## config.mk

```make
export PLATFORM = sky130hd
export DESIGN_NAME = chroma_subsample_8x8
export DESIGN_NICKNAME = d
export VERILOG_FILES = /design/src/rtl/chroma_subsample_8x8.sv
export SDC_FILE = /design/constraint.sdc
export NUM_CORES = 1
export LEC_CHECK = 0
export BUFFER_PORTS_ARGS = -buffer_cell sky130_fd_sc_hd__buf_2
export CAP_MARGIN = 10
export CORE_MARGIN = 5
export CORE_UTILIZATION = 50
export CTS_CLUSTER_DIAMETER = 120
export CTS_CLUSTER_SIZE = 12
export DETAILED_ROUTE_END_ITERATION = 10
export PLACE_DENSITY = 0.8
export SLEW_MARGIN = 0
export SYNTH_ARGS = -nofsm -noshare
export SYNTH_HDL_FRONTEND = slang
export SYNTH_SLANG_ARGS = --single-unit
```

## constraint.sdc

```tcl
create_clock -name clock -period 2.6 [get_ports clock]
set_input_delay 0.39 -clock clock [delete_from_list [all_inputs] [get_ports clock]]
set_output_delay 0.39 -clock clock [all_outputs]
set_load 0.05 [all_outputs]
```

## src/rtl/chroma_subsample_8x8.sv

```systemverilog
// chroma_subsample_8x8
// Encoder-side 4:2:0 chroma downsampler. Takes one 8x8 Cb/Cr block one row
// per cycle and produces a 4x4 block of rounded 2x2 averages. The finished
// block is held until the downstream stage accepts it. Luma blocks are
// consumed in full and discarded, with a one-cycle drop pulse at the end.
//
// Timing summary:
//   - rows 0..7 are accepted on in_valid && in_ready (in_ready = COLLECT)
//   - out_valid rises the cycle after the row 7 handshake of a chroma block
//   - the block is released on out_valid && out_ready; in_ready returns the
//     cycle after, so the minimum block period is 9 cycles
//   - every output is a register or a decode of the state register

module chroma_subsample_8x8 #(
  parameter int PIX_W = 8,
  // Highest channel index (Y=0, Cb=1, Cr=2); system builds keep this in step
  // with the shared channel definitions.
  parameter int CH    = 2
) (
  input  logic                              clock,
  input  logic                              reset_n,
  input  logic [$clog2(CH+1)-1:0]           ch,
  input  logic                              in_valid,
  output logic                              in_ready,
  input  logic [7:0][PIX_W-1:0]             row_in,
  output logic                              out_valid,
  input  logic                              out_ready,
  output logic [3:0][3:0][PIX_W-1:0]        block_out,
  output logic [$clog2(CH+1)-1:0]           out_ch,
  output logic                              drop
);

  localparam int CH_W  = $clog2(CH + 1);
  // Four PIX_W pixels plus the rounding constant fit in PIX_W+2 bits.
  localparam int SUM_W = PIX_W + 2;

  localparam logic [CH_W-1:0] CH_CB = CH_W'(1);
  localparam logic [CH_W-1:0] CH_CR = CH_W'(2);

  typedef enum logic [0:0] {
    COLLECT = 1'b0,
    FULL    = 1'b1
  } state_t;

  state_t                  state_q;
  state_t                  state_d;
  logic [2:0]              row_cnt_q;
  logic                    chroma_q;
  logic [7:0][PIX_W-1:0]   even_buf_q;

  logic                    row_xfer;
  logic                    first_row;
  logic                    last_row;
  logic                    odd_row;
  logic                    ch_is_chroma;
  logic [SUM_W-1:0]        pair_sum [4];
  logic [3:0][PIX_W-1:0]   avg_row;

  // Handshake and row-position decodes shared by the datapath and the FSM.
  assign row_xfer     = in_valid && in_ready;
  assign first_row    = (row_cnt_q == 3'd0);
  assign last_row     = (row_cnt_q == 3'd7);
  assign odd_row      = row_cnt_q[0];
  assign ch_is_chroma = (ch == CH_CB) || (ch == CH_CR);

  // FSM state register.
  // NOTE: every clocked block uses non-blocking (<=) assignments so all
  // registers update together from values sampled before the edge.
  always_ff @(posedge clock or negedge reset_n) begin
    if (!reset_n) begin
      state_q <= COLLECT;
    end else begin
      state_q <= state_d;
    end
  end

  // FSM next state and state-decoded handshake outputs.
  // NOTE: every signal driven here gets a default first, so no path through
  // the block leaves it unassigned and no latch is inferred.
  always_comb begin
    state_d   = state_q;
    in_ready  = 1'b0;
    out_valid = 1'b0;
    unique case (state_q)
      COLLECT: begin
        in_ready = 1'b1;
        // Only a chroma block becomes visible; a luma block falls through
        // and stays in COLLECT.
        if (row_xfer && last_row && chroma_q) begin
          state_d = FULL;
        end
      end
      FULL: begin
        out_valid = 1'b1;
        // No refill in the accept cycle: in_ready returns one cycle later.
        if (out_ready) begin
          state_d = COLLECT;
        end
      end
      default: begin
        state_d = COLLECT;
      end
    endcase
  end

  // Row counter: advances once per accepted row and wraps 7 -> 0.
  always_ff @(posedge clock or negedge reset_n) begin
    if (!reset_n) begin
      row_cnt_q <= 3'd0;
    end else if (row_xfer) begin
      row_cnt_q <= row_cnt_q + 3'd1;
    end
  end

  // Channel capture on row 0; ch on later rows is ignored.
  always_ff @(posedge clock or negedge reset_n) begin
    if (!reset_n) begin
      out_ch   <= '0;
      chroma_q <= 1'b0;
    end else if (row_xfer && first_row) begin
      out_ch   <= ch;
      chroma_q <= ch_is_chroma;
    end
  end

  // Even-row buffer: keeps the upper row of each vertical pixel pair.
  // NOTE: this pixel storage is cleared by reset so a freshly reset block
  // reads as zeros; the datapath itself never depends on the cleared value.
  always_ff @(posedge clock or negedge reset_n) begin
    if (!reset_n) begin
      even_buf_q <= '0;
    end else if (row_xfer && !odd_row) begin
      even_buf_q <= row_in;
    end
  end

  // Rounded 2x2 average of the buffered even row and the incoming odd row.
  always_comb begin
    for (int j = 0; j < 4; j++) begin
      pair_sum[j] = SUM_W'(even_buf_q[2*j])
                  + SUM_W'(even_buf_q[2*j+1])
                  + SUM_W'(row_in[2*j])
                  + SUM_W'(row_in[2*j+1])
                  + SUM_W'(2);
      // The maximum (4*max+2)>>2 equals max, so the quotient needs no clamp.
      avg_row[j]  = pair_sum[j][SUM_W-1:2];
    end
  end

  // Output block: each odd row writes its output row in place.
  always_ff @(posedge clock or negedge reset_n) begin
    if (!reset_n) begin
      block_out <= '0;
    end else if (row_xfer && odd_row) begin
      block_out[row_cnt_q[2:1]] <= avg_row;
    end
  end

  // Drop pulse: one cycle after the last row of a luma block.
  always_ff @(posedge clock or negedge reset_n) begin
    if (!reset_n) begin
      drop <= 1'b0;
    end else begin
      drop <= row_xfer && last_row && !chroma_q;
    end
  end

endmodule

```

==> metrics.yaml <==
cts_buffers: 17
synthesis.yosys.warnings: 0
crit_start: "even_buf_q[35]"
post-route-min-period_ns: 2.92
synth.ff_latch_count: 200
dp.final_hpwl_um: 20300
worst_setup_path_endpoint: "block_out[117]"
rows: 52
top_level_pins: 203
die_area_mm2: 0.0237
detailroute.via_count: 8334
root_buffer: "clkbuf_16"
r2r_slack_ns: -0.32
critical_path.endpoint_type: "flip-flop"
achievable-frequency_mhz: 342
later_pin_clock_latency_in_the_skew_report_ns: 0.44
cts_htree_levels: 4
design.core.area_mm2: 0.0203
postSynth.asyncResetShare: 1.00
synth_edf_count: 0
finish.cell_count_without_fillers: 1614
path_max_fanout: 4
worstPathRequired_ns: 2.91
drc: 0
numPlacedInstances: 1563
rsz_0062_raised_after_global_routing: "yes"
first_pass_grt_wire_length_um: 46000
initial_utilization: 0.511
grt_max_degree: 107
floorplan.die.height_um: 154
grt_antenna_before_repair: 1
final.period_utilization: 1.12
status: "finished with violations"
post-route-worst-setup-slack_ns: -0.323
synthCells: 1024
maxSlewHeadroom: 0.596
netlist_top_cells_area: "dfrtp_1 48%, fa_1 12%, nand2_1 7.1%"
gr-total-overflow: 0
finalSetupViolations: 111
synth.most_common_cell: "dfrtp_1"
syn2layout_area_growth_pct: 40.9
avgRoutedWirePerCell_um: 17.9
tritoncts_clock_tree: "done"
min_from: "out_ready"
portBuffers: 202
synth.avg_cell_area_um2: 10.1
failed_checks: "setup timing"
antenna_cells_inserted: 0
crit-reg2reg-launch: "even_buf_q[35]"
critical_path.reg2reg.endpoint: "block_out[117]"
numClockSinks: 200
finalClockSkew_ns: 0.0128
synthDominantCellAreaShare: 0.483
detail_route.wirelength_um: 28800
timing.critical_path.arrival_ns: 3.23
global_route.usage.total: 0.241
vias_per_cell: 5.16
initialDrtViolationCount: 420
reg2regPathDepth: 11
critical_path.startpoint_type: "flip-flop"
first_global_vias: 8740
yosysTopAreaCell: "dfrtp_1"
ys.flop_type: "dfrtp_1"
synthesis.area_mm2: 0.0104
final_layout_size_suffix_gt1_frac: 0.455
timing_max_transition_violations_final: 0
drtPass1Iterations: 4
synth_cell_type_count: 41
ant_nets: 0
number_of_fill_cells_in_the_layout: 1355
synthTopCellsByCount: "200 x dfrtp_1, 195 x nand2_1, 173 x inv_1"
fin_nets: 1500
postSynthNetCount: 1193
worst_hold_path_type: "primary input to flip-flop"
die_width_um: 154
timing_worst_slew_pin_value_ns: 0.607
clk_path_buf_depth: 2
drv_cap: 0
final-hold-violation-count: 0
timing.setup.critical_path_class: "flip-flop to flip-flop"
place.gp.congestion: 0.803
clk_pin_slew_worst_paths_ns: 0.08
ys_seq_area_frac: 0.483
-- logic make-up after synthesis --
kind of cell    share of synthesized area
compound gates                      0.105
xor+xnor                           0.0245
fa+ha+maj                           0.163
buf+inv                            0.0775
flops                               0.483
mux                                0.0445
simple gates                        0.102
-- placed cells by master (no fill, tap or decap), types with 5 or more instances in the layout --
cell and count:
inv_1 127, a31oi_4 5, ha_1 15, ha_4 23, clkbuf_16 17, nor3_4 8
xor2_1 10, dfrtp_1 200, nand2_1 190, o21ai_1 29, buf_4 91, fa_2 8
fa_1 52, o21ai_0 59, inv_2 43, nor2_1 9, o21ai_2 49, nor2_2 5
a21oi_1 12, mux2_4 28, xnor2_4 8, buf_6 24, a21oi_2 15, buf_2 201
mux2_2 13, inv_8 6
-- what timing repair did --
item | 4_1_cts | 5_1_grt
hold buffers | 1 | 0
pin swaps | 89 | 70
setup endpoints to repair | 104 | 119
endpoints found under the hold margin | 56 | 0
buffers inserted | 12 | 14
gates cloned | 0 | 0
resized for setup | 171 | 106
-- layer usage --
layer,vias up,track usage,part of all wire
met5,-,0,0.00059
met4,2,0.0950,0.036
met3,61,0.0475,0.054
met2,238,0.412,0.52
met1,4160,0.303,0.39
li1,3873,-,-
-- flip-flops by register name, summed over array words and instances (netlist names) --
| name | cells |
|---|---|
| block_out | 128 |
| even_buf_q | 64 |
| row_cnt_q | 3 |
| out_ch | 2 |
| chroma_q | 1 |
| drop | 1 |
| state_q | 1 |
-- worst min-delay path by stage --
stage	to	slack, ns	depth (start not counted)
2_1_floorplan	block_out[0]	0.09	0
3_3_place_gp	even_buf_q[2]	0.45	1
3_5_place_dp	even_buf_q[10]	0.44	1
4_1_cts	state_q	0.11	2
5_1_grt	state_q	0.13	2
6_report	state_q	0.13	2
-- through the flow --
stage               instance area (µm²)  hold slack [ns]  setup TNS [ns]  setup WS [ns]   util
CTS                               14100            0.114          -12.52         -0.241  0.692
global placement                  12800            0.446          -34.64         -0.562  0.633
finish                            14600            0.126          -18.29         -0.323  0.719
detailed placement                12800            0.442          -38.97         -0.598  0.633
floorplan                         10800           0.0944           -3.46         -0.161      -
global route                      14600            0.129          -28.97         -0.430  0.719
-- worst max-delay path: stages (launching register included) --
cell and delay [ns]:
dfrtp_1 0.37, inv_2 0.06, fa_2 0.45, fa_1 0.56, inv_2 0.06, ha_4 0.19
a21o_1 0.19, a221oi_2 0.26, a21boi_4 0.24, xor2_1 0.16, buf_4 0.17, o21ai_1 0.06
-- layout make-up --
class,count,area [µm²],share of cell area
sequential,200,5000,0.343
tap,270,338,0.0231
clock inverter,14,195,0.0134
multi-input combinational,616,5880,0.403
inverter,174,678,0.0464
clock buffer,18,439,0.0301
timing repair buffer,322,2060,0.141
Power is left out: the tool's default activity adds up to more than one toggle a clock period on the data nets, which glitch-free logic cannot reach.
